**src/rtl/ifid_queue_if.sv**
```systemverilog
// Fetch-to-decode instruction queue bundle: fetch push side, decode pop side, occupancy.
// The queue itself uses the slave view; the fetch/decode environment uses the master view.
interface ifid_queue_if #(
  parameter int DEPTH = 4,
  parameter int PTR_W = $clog2(DEPTH)
);
  logic             in_valid;
  logic             in_ready;
  logic [31:0]      in_pc;
  logic [31:0]      in_ins;
  logic             in_adel;
  logic             out_valid;
  logic             out_ready;
  logic [31:0]      out_pc;
  logic [31:0]      out_ins;
  logic             out_adel;
  logic             out_in_ds;
  logic [PTR_W:0]   count;

  modport master (
    output in_valid, in_pc, in_ins, in_adel, out_ready,
    input  in_ready, out_valid, out_pc, out_ins, out_adel, out_in_ds, count
  );

  modport slave (
    input  in_valid, in_pc, in_ins, in_adel, out_ready,
    output in_ready, out_valid, out_pc, out_ins, out_adel, out_in_ds, count
  );
endinterface

```
**src/rtl/ifid_queue.sv**
```systemverilog
// Show-ahead instruction queue between fetch and decode, with branch-delay-slot tagging
// of the issued instruction and a single-cycle flush.
module ifid_queue #(
  parameter int DEPTH = 4,
  parameter int PTR_W = $clog2(DEPTH)
) (
  input  logic         clk,
  input  logic         rst,
  input  logic         flush,
  ifid_queue_if.slave  q
);

  typedef struct packed {
    logic [31:0] pc;
    logic [31:0] ins;
    logic        adel;
  } entry_t;

  localparam logic [PTR_W:0]   FULL_CNT = DEPTH[PTR_W:0];
  localparam logic [PTR_W-1:0] PTR_ONE  = {{(PTR_W-1){1'b0}}, 1'b1};
  localparam logic [PTR_W:0]   CNT_ONE  = {{PTR_W{1'b0}}, 1'b1};

  entry_t           mem_q [DEPTH];
  logic [PTR_W-1:0] rd_q, rd_d;
  logic [PTR_W-1:0] wr_q, wr_d;
  logic [PTR_W:0]   cnt_q, cnt_d;
  logic             ds_q, ds_d;

  logic   full_s, empty_s, push_s, pop_s;
  entry_t head_s;

  // REGIMM is a branch regardless of rt; JR/JALR share funct[5:1].
  function automatic logic is_branch(input logic [5:0] op, input logic [5:0] funct);
    logic br;
    br = 1'b0;
    case (op)
      6'b000001, 6'b000010, 6'b000011,
      6'b000100, 6'b000101, 6'b000110, 6'b000111: br = 1'b1;
      6'b000000: begin
        case (funct)
          6'b001000, 6'b001001: br = 1'b1;
          default:              br = 1'b0;
        endcase
      end
      default: br = 1'b0;
    endcase
    return br;
  endfunction

  assign full_s  = (cnt_q == FULL_CNT);
  assign empty_s = (cnt_q == {(PTR_W+1){1'b0}});
  assign push_s  = q.in_valid & ~full_s & ~flush;
  assign pop_s   = q.out_ready & ~empty_s & ~flush;
  assign head_s  = mem_q[rd_q];

  always_comb begin
    rd_d  = rd_q;
    wr_d  = wr_q;
    cnt_d = cnt_q;
    ds_d  = ds_q;
    if (flush) begin
      rd_d  = '0;
      wr_d  = '0;
      cnt_d = '0;
      ds_d  = 1'b0;
    end else begin
      if (push_s) begin
        wr_d = wr_q + PTR_ONE;
      end else begin
        wr_d = wr_q;
      end
      if (pop_s) begin
        rd_d = rd_q + PTR_ONE;
        ds_d = is_branch(head_s.ins[31:26], head_s.ins[5:0]);
      end else begin
        rd_d = rd_q;
        ds_d = ds_q;
      end
      case ({push_s, pop_s})
        2'b10:   cnt_d = cnt_q + CNT_ONE;
        2'b01:   cnt_d = cnt_q - CNT_ONE;
        default: cnt_d = cnt_q;
      endcase
    end
  end

  always_ff @(posedge clk) begin
    if (rst) begin
      rd_q  <= '0;
      wr_q  <= '0;
      cnt_q <= '0;
      ds_q  <= 1'b0;
    end else begin
      rd_q  <= rd_d;
      wr_q  <= wr_d;
      cnt_q <= cnt_d;
      ds_q  <= ds_d;
    end
  end

  // Storage needs no reset: every read is masked while the queue is empty.
  always_ff @(posedge clk) begin
    if (push_s && !rst) begin
      mem_q[wr_q] <= '{pc: q.in_pc, ins: q.in_ins, adel: q.in_adel};
    end
  end

  always_comb begin
    q.in_ready  = ~full_s;
    q.out_valid = ~empty_s;
    q.count     = cnt_q;
    if (empty_s) begin
      q.out_pc    = 32'h0000_0000;
      q.out_ins   = 32'h0000_0000;
      q.out_adel  = 1'b0;
      q.out_in_ds = 1'b0;
    end else begin
      q.out_pc    = head_s.pc;
      q.out_ins   = head_s.ins;
      q.out_adel  = head_s.adel;
      q.out_in_ds = ds_q;
    end
  end

endmodule

```
**src/flat_wrapper.sv**
```systemverilog
// flat-port wrapper written by rule: the top's interface ports become plain ports
module ifid_queue_flat 
#(
  parameter int DEPTH = 4,
  parameter int PTR_W = $clog2(DEPTH)
)
  (clk, rst, flush, q_in_valid, q_in_pc, q_in_ins, q_in_adel, q_out_ready, q_in_ready, q_out_valid, q_out_pc, q_out_ins, q_out_adel, q_out_in_ds, q_count);
  ifid_queue_if #(.DEPTH(DEPTH), .PTR_W(PTR_W)) q_i ();
  input  logic clk;
  input  logic rst;
  input  logic flush;
  input wire logic [$bits(q_i.in_valid)-1:0] q_in_valid;
  input wire logic [$bits(q_i.in_pc)-1:0] q_in_pc;
  input wire logic [$bits(q_i.in_ins)-1:0] q_in_ins;
  input wire logic [$bits(q_i.in_adel)-1:0] q_in_adel;
  input wire logic [$bits(q_i.out_ready)-1:0] q_out_ready;
  output wire logic [$bits(q_i.in_ready)-1:0] q_in_ready;
  output wire logic [$bits(q_i.out_valid)-1:0] q_out_valid;
  output wire logic [$bits(q_i.out_pc)-1:0] q_out_pc;
  output wire logic [$bits(q_i.out_ins)-1:0] q_out_ins;
  output wire logic [$bits(q_i.out_adel)-1:0] q_out_adel;
  output wire logic [$bits(q_i.out_in_ds)-1:0] q_out_in_ds;
  output wire logic [$bits(q_i.count)-1:0] q_count;
  assign q_i.in_valid = q_in_valid;
  assign q_i.in_pc = q_in_pc;
  assign q_i.in_ins = q_in_ins;
  assign q_i.in_adel = q_in_adel;
  assign q_i.out_ready = q_out_ready;
  assign q_in_ready = q_i.in_ready;
  assign q_out_valid = q_i.out_valid;
  assign q_out_pc = q_i.out_pc;
  assign q_out_ins = q_i.out_ins;
  assign q_out_adel = q_i.out_adel;
  assign q_out_in_ds = q_i.out_in_ds;
  assign q_count = q_i.count;
  ifid_queue #(.DEPTH(DEPTH), .PTR_W(PTR_W)) u_core (.clk(clk), .rst(rst), .flush(flush), .q(q_i));
endmodule
```
**config.mk**
```make
export PLATFORM = sky130hd
export DESIGN_NAME = ifid_queue_flat
export DESIGN_NICKNAME = d
export VERILOG_FILES = /design/src/rtl/ifid_queue_if.sv /design/src/rtl/ifid_queue.sv /design/src/flat_wrapper.sv
export SDC_FILE = /design/constraint.sdc
export NUM_CORES = 1
export LEC_CHECK = 0
export ABC_CLOCK_PERIOD_IN_PS = 3710
export BUFFER_PORTS_ARGS = -buffer_cell sky130_fd_sc_hd__buf_2
export CAP_MARGIN = 20
export CORE_MARGIN = 2
export CORE_UTILIZATION = 50
export DETAILED_ROUTE_END_ITERATION = 12
export PLACE_DENSITY = 0.68
export SLEW_MARGIN = 40
export SYNTH_ARGS = -nofsm -noshare
export SYNTH_HDL_FRONTEND = slang
export SYNTH_SLANG_ARGS = --single-unit
```
**constraint.sdc**
```tcl
create_clock -name clk -period 3.71 [get_ports clk]
set_input_delay 0.742 -clock clk [delete_from_list [all_inputs] [get_ports clk]]
set_output_delay 0.742 -clock clk [all_outputs]
set_load 0.02 [all_outputs]
```
# Word level (Yosys, flattened, before mapping)
# Memory sizes are Yosys's and may differ from the RTL's. A register that Yosys moved wholly into a read port is not among the register bits.
# Cells that the tools add are included.
[op_classes]
n_eq_ne = 12
reduce_logical = 8
n_bitwise = 7
n_mux = 11
add_sub_neg = 4
[ops]
columns = ["operator", "n"]
rows = [
  ["2-to-1 mux 32 bit", 2],
  ["== test 6 x 3 -> 1 bit (second input constant)", 4],
  ["== test 6 x 2 -> 1 bit (second input constant)", 2],
  ["== test 6 x 4 -> 1 bit (second input constant)", 2],
  ["OR reduction 7 bit", 1],
  ["== test 6 x 1 -> 1 bit (second input constant)", 1],
  ["zero test 6 bit", 1],
  ["one-hot mux 3 bit (2 select lines)", 1],
  ["2-to-1 mux 1 bit", 5],
  ["adder 2 x 1 -> 2 bit (second input constant)", 2],
  ["AND 1 bit", 4],
  ["2-to-1 mux 2 bit", 2],
  ["OR reduction 2 bit", 2],
  ["adder 3 x 1 -> 3 bit (second input constant)", 1],
  ["== test 3 bit (second input constant)", 1],
  ["zero test 3 bit", 1],
  ["inverter 1 bit", 3],
  ["subtractor 3 x 1 -> 3 bit (second input constant)", 1],
  ["== test 2 x 1 -> 1 bit (second input constant)", 1],
  ["== test 2 bit (second input constant)", 1],
  ["one-hot mux 1 bit (2 select lines)", 1],
  ["nonzero test 2 bit", 1],
  ["logical AND 1 bit", 1],
  ["zero test 1 bit", 1],
]
[word_totals]
mem_bits_rw = 260
n_memories = 1
input_bits = 70
reg_bits = 8
wordCells = 47
output_inout_bits = 71
[memory_table]
columns = ["name", "words", "width", "rd", "rd_ports_with_merged_regs", "write_ports", "line", "source"]
rows = [
  ["u_core.mem_q", 4, 65, 1, 1, 1, "ifid_queue.sv:23", "entry_t mem_q [DEPTH];"],
]

# Depth between registers and ports, before layout
[logic_depth]
depth_word = 7
ltp_mapped = 9
depth_no_buf = 9

# Worst setup path before layout
# OpenSTA, ideal clock, no wires.
[synth_timing]
path_type = "input to register"
start = "input port flush"
end = "memory u_core.mem_q[0][0] (netlist name), enable pin"
path_slack_ps = 354
path_stages = 4
arrival_time_ps = 2926
path_cell_list = "or2_2 -> clkbuf_1 -> nor2_1 -> and2_1"
[synth_via]
elab_chain_cells = 5
[synth_lines]
columns = ["element", "line", "source"]
rows = [
  ["start, declared", "flat_wrapper.sv:11", "input logic flush;"],
  ["inverter 1 bit", "ifid_queue.sv:52", "assign push_s = q.in_valid & ~full_s & ~flush;"],
  ["AND 1 bit", "ifid_queue.sv:52", ""],
  ["logical AND 1 bit", "ifid_queue.sv:103", "if (push_s && !rst) begin"],
  ["2-to-1 mux 1 bit", "ifid_queue.sv:103", ""],
  ["2-to-1 mux 1 bit (implied by the code)", "ifid_queue.sv:104", "mem_q[wr_q] <= '{pc: q.in_pc, ins: q.in_ins, adel: q.in_adel};"],
  ["end, declared", "ifid_queue.sv:23", ""],
]
# Every way passes these cells.

==> metrics.md <==
| Metric | Value |
|---|---|
| Status | complete, no violations |
| Final hold vios | 0 |
| Row count | 52 |
| R2r startpoint | u_core.q.count[2] |
| Detailed Routing Iterations Pass 1 | 4 |
| Core Util, Final | 60.7% |
| Worst-skew pair later-pin latency | 0.52 ns |
| Worst path max stage delay | 0.64 ns |
| Slowest CP cell | dfxtp_4 |
| Share of the clock period used by the worst path | 86.1% |
| Critical-path cell list | buf_4 > mux4_2 > and2_1 > buf_2 |
| Die W | 148 um |
| Clock sinks | 270 |
| Leakage | 4.22 nW |
| Vias/cell | 5.43 |
| Post-synth EDFFs | 260 |
| Worst-Margin Slew | 0.680 ns |
| Initial antenna violation count | 2 |
| Crit Path Max Fanout | 24 |
| Peak supply drop | 0.000379 V |
| Clk root buf | clkbuf_16 |
| Achievable Freq | 313 MHz |
| Mean Syn Cell Area | 21.8 um2 |
| WHS Endpoint | u_core.mem_q[2][25] |
| R2r worst-path depth | 9 |
| Routed Antenna Nets | 0 |
| Synth area leaders | edfxtp_1, mux4_2, and2_1, dfxtp_1, mux4_1 |
| Total number of vias | 4,992 |
| Synth unique cells | 29 |
| DR iter-0 viols | 360 |
| I/O pin count | 141 |
| Setup TNS Final | 0 ns |
| Clk_skew | 0.00864 ns |
| Final Setup Violations | 0 |
| Worst path arrival time | 2.45 ns |
| Die area | 21,800 um2 |
| Met1 wire length | 8190 um |
| Initial Util | 51.1% |
| Cell Pwr Density | 505 nW/um2 |
| RSZ-0062 raised after global routing | no |
| Cts hold-fix bufs | 0 |
| Post-CTS Resized | 0 |
| Hold depth | 1 |
| Largest net degree at the start of global routing | 69 |
| FF-to-FF End | u_core.q.count[2] |
| Crit path capture type | output pin |
| Flop2flop setup slack | 1.15 ns |
| DRT Wirelength | 19,100 um |
| Number of port buffers | 140 |
| CTS Buffer Depth | 3 |
| Mapped Nets | 550 |
| Routability congestion estimate | 0.708 |
| Predominant post-synthesis flop cell | edfxtp_1 |
| Synth warnings | 0 |
| Top-count cell post-synth | edfxtp_1 |
| Worst-path clk slew | 0.06 ns |
| Met3 Wirelength | 1420 um |
| # fillers | 1,461 |
| Final Max Slew Viols | 0 |
| Metal2 WL | 9320 um |
| First-pass GRT wire length | 29,800 um |
| Multi-input gate area | 2220 um2 |
| Setup CP Type | flip-flop to output pin |
| Mapped Cells | 474 |
| Overflow after GRT | 0 |
| Synth top area share | 75.6% |
| Core area | 20,200 um2 |
| Die Y | 148 um |
| Highest metal used | met5 |
| Startpoint types | flip-flop |
| Worst hold path type | input pin to flip-flop |
| Vias in the first global route | 5,367 |
| Storage cell area | 8020 um2 |
| Synth-to-layout area growth | 18.9% |
| All-layer global routing usage | 17.8% |
| Final Critical Period | 3.19 ns |
| Synthesized area | 10,300 um2 |
| Hpwl dp | 11,600 um |
| H-tree depth | 1 |
| Synth area leader | edfxtp_1 |
| CTS Buf Count | 27 |
| HP Start | q_in_ins[24] |
| Antenna Cells | 0 |
| #FFs+latches synth | 270 |
| Layout cells sized above 1 | 39.0% |
| CP required | 2.97 ns |
| Max-cap violations | 0 |
| Asr flop ratio synth | 0% |
| Sequential area share after synthesis | 77.5% |
| Avg WL per Cell | 20.8 um |
| Slew margin rel. | 54.3% |
| CTS tree | yes |
| DRC | 0 |
| Post-CTS setup buffer count | 0 |
| Nets | 704 |
| Most frequent cells after synthesis | edfxtp_1, and2_1, mux4_2, clkbuf_1 |
routing by layer:
layer  up-vias  GRT usage, %
li1       2220             -
met1      2575          25.2
met2       172          28.8
met3        21          4.54
met4         4          3.51
met5         -             0
area by class of cell:
class | instances | area share (%)
flip-flops and latches | 270 | 65.3
multi-input cells | 177 | 18.1
repair buffers | 147 | 6.74
clock buffers | 33 | 5.68
well taps | 270 | 2.75
clock inverters | 17 | 1.30
inverters | 5 | 0.153
where the power goes:
group / switching [mW] / internal (mW)
Clock: 1.05 / 1.54
Combinational: 0.132 / 0.0887
Sequential: 0.0102 / 3.37
Total: 1.19 / 5.00
flip-flops by register name, summed over array words and instances, names as in the netlist, named ones only:
name,flops
u_core.ds_q,1
u_core.wr_q,2
u_core.q.count,3
u_core.rd_q,2
u_core.mem_q,260
kinds of logic (layout without fill, tap and decap cells):
group	Yosys count	after routing	share of synthesized area (%)
adder cells (fa/ha/maj)	6	6	0.799
AO/OA/AOI/OAI	8	8	0.460
multiplexers	65	65	14.3
XOR/XNOR	5	5	0.424
AND/OR/NAND/NOR	93	93	5.34
flip-flops	270	270	77.5
buffers and inverters	27	202	1.14
worst max-delay path by stage:
stage / from / end / slack [ns] / depth (start not counted)
2_1_floorplan: flush / u_core.mem_q[0][0] / 0.35 / 4
3_3_place_gp: flip-flop / q_out_ins[2] / 1.01 / 4
3_5_place_dp: flush / u_core.mem_q[2][11] / 0.98 / 5
4_1_cts: flip-flop / q_out_ins[2] / 0.44 / 4
5_1_grt: flip-flop / q_out_pc[30] / 0.36 / 4
6_report: flip-flop / q_out_ins[2] / 0.52 / 4
per-stage QoR:
stage | power (mW) | instances | cell area, um2 | worst slack (ns) | hold WS (ns)
4_1_cts | 6.25 | 919 | 12300 | 0.440 | 0.412
5_1_grt | 6.39 | 919 | 12300 | 0.357 | 0.417
2_1_floorplan | 3.56 | 474 | 10300 | 0.354 | 0.469
6_report | 6.20 | 919 | 12300 | 0.516 | 0.432
3_3_place_gp | 3.66 | 869 | 11400 | 1.01 | 0.492
3_5_place_dp | 3.67 | 869 | 11400 | 0.983 | 0.502
cell usage in the layout (no fill, tap or decap), types with 2 or more instances in the layout:
cell type	count
a21oi_1	4
and2_1	66
and2_4	4
buf_12	6
buf_2	140
bufinv_16	3
clkbuf_1	6
clkbuf_16	27
clkinv_1	8
clkinv_2	3
dfxtp_1	8
dfxtp_4	2
edfxtp_1	260
ha_1	5
inv_1	5
mux4_1	5
mux4_2	60
nand2_1	2
nand3_1	2
nor2_1	10
or2_2	2
xor2_1	4
worst max-delay path: cells and delay by family, from the launching register on:
kind	cells	cell delay, ns
mux	1	0.57
flops	1	0.64
simple gates	1	0.18
buf+inv	2	0.53
(Power assumes the default switching activity.)
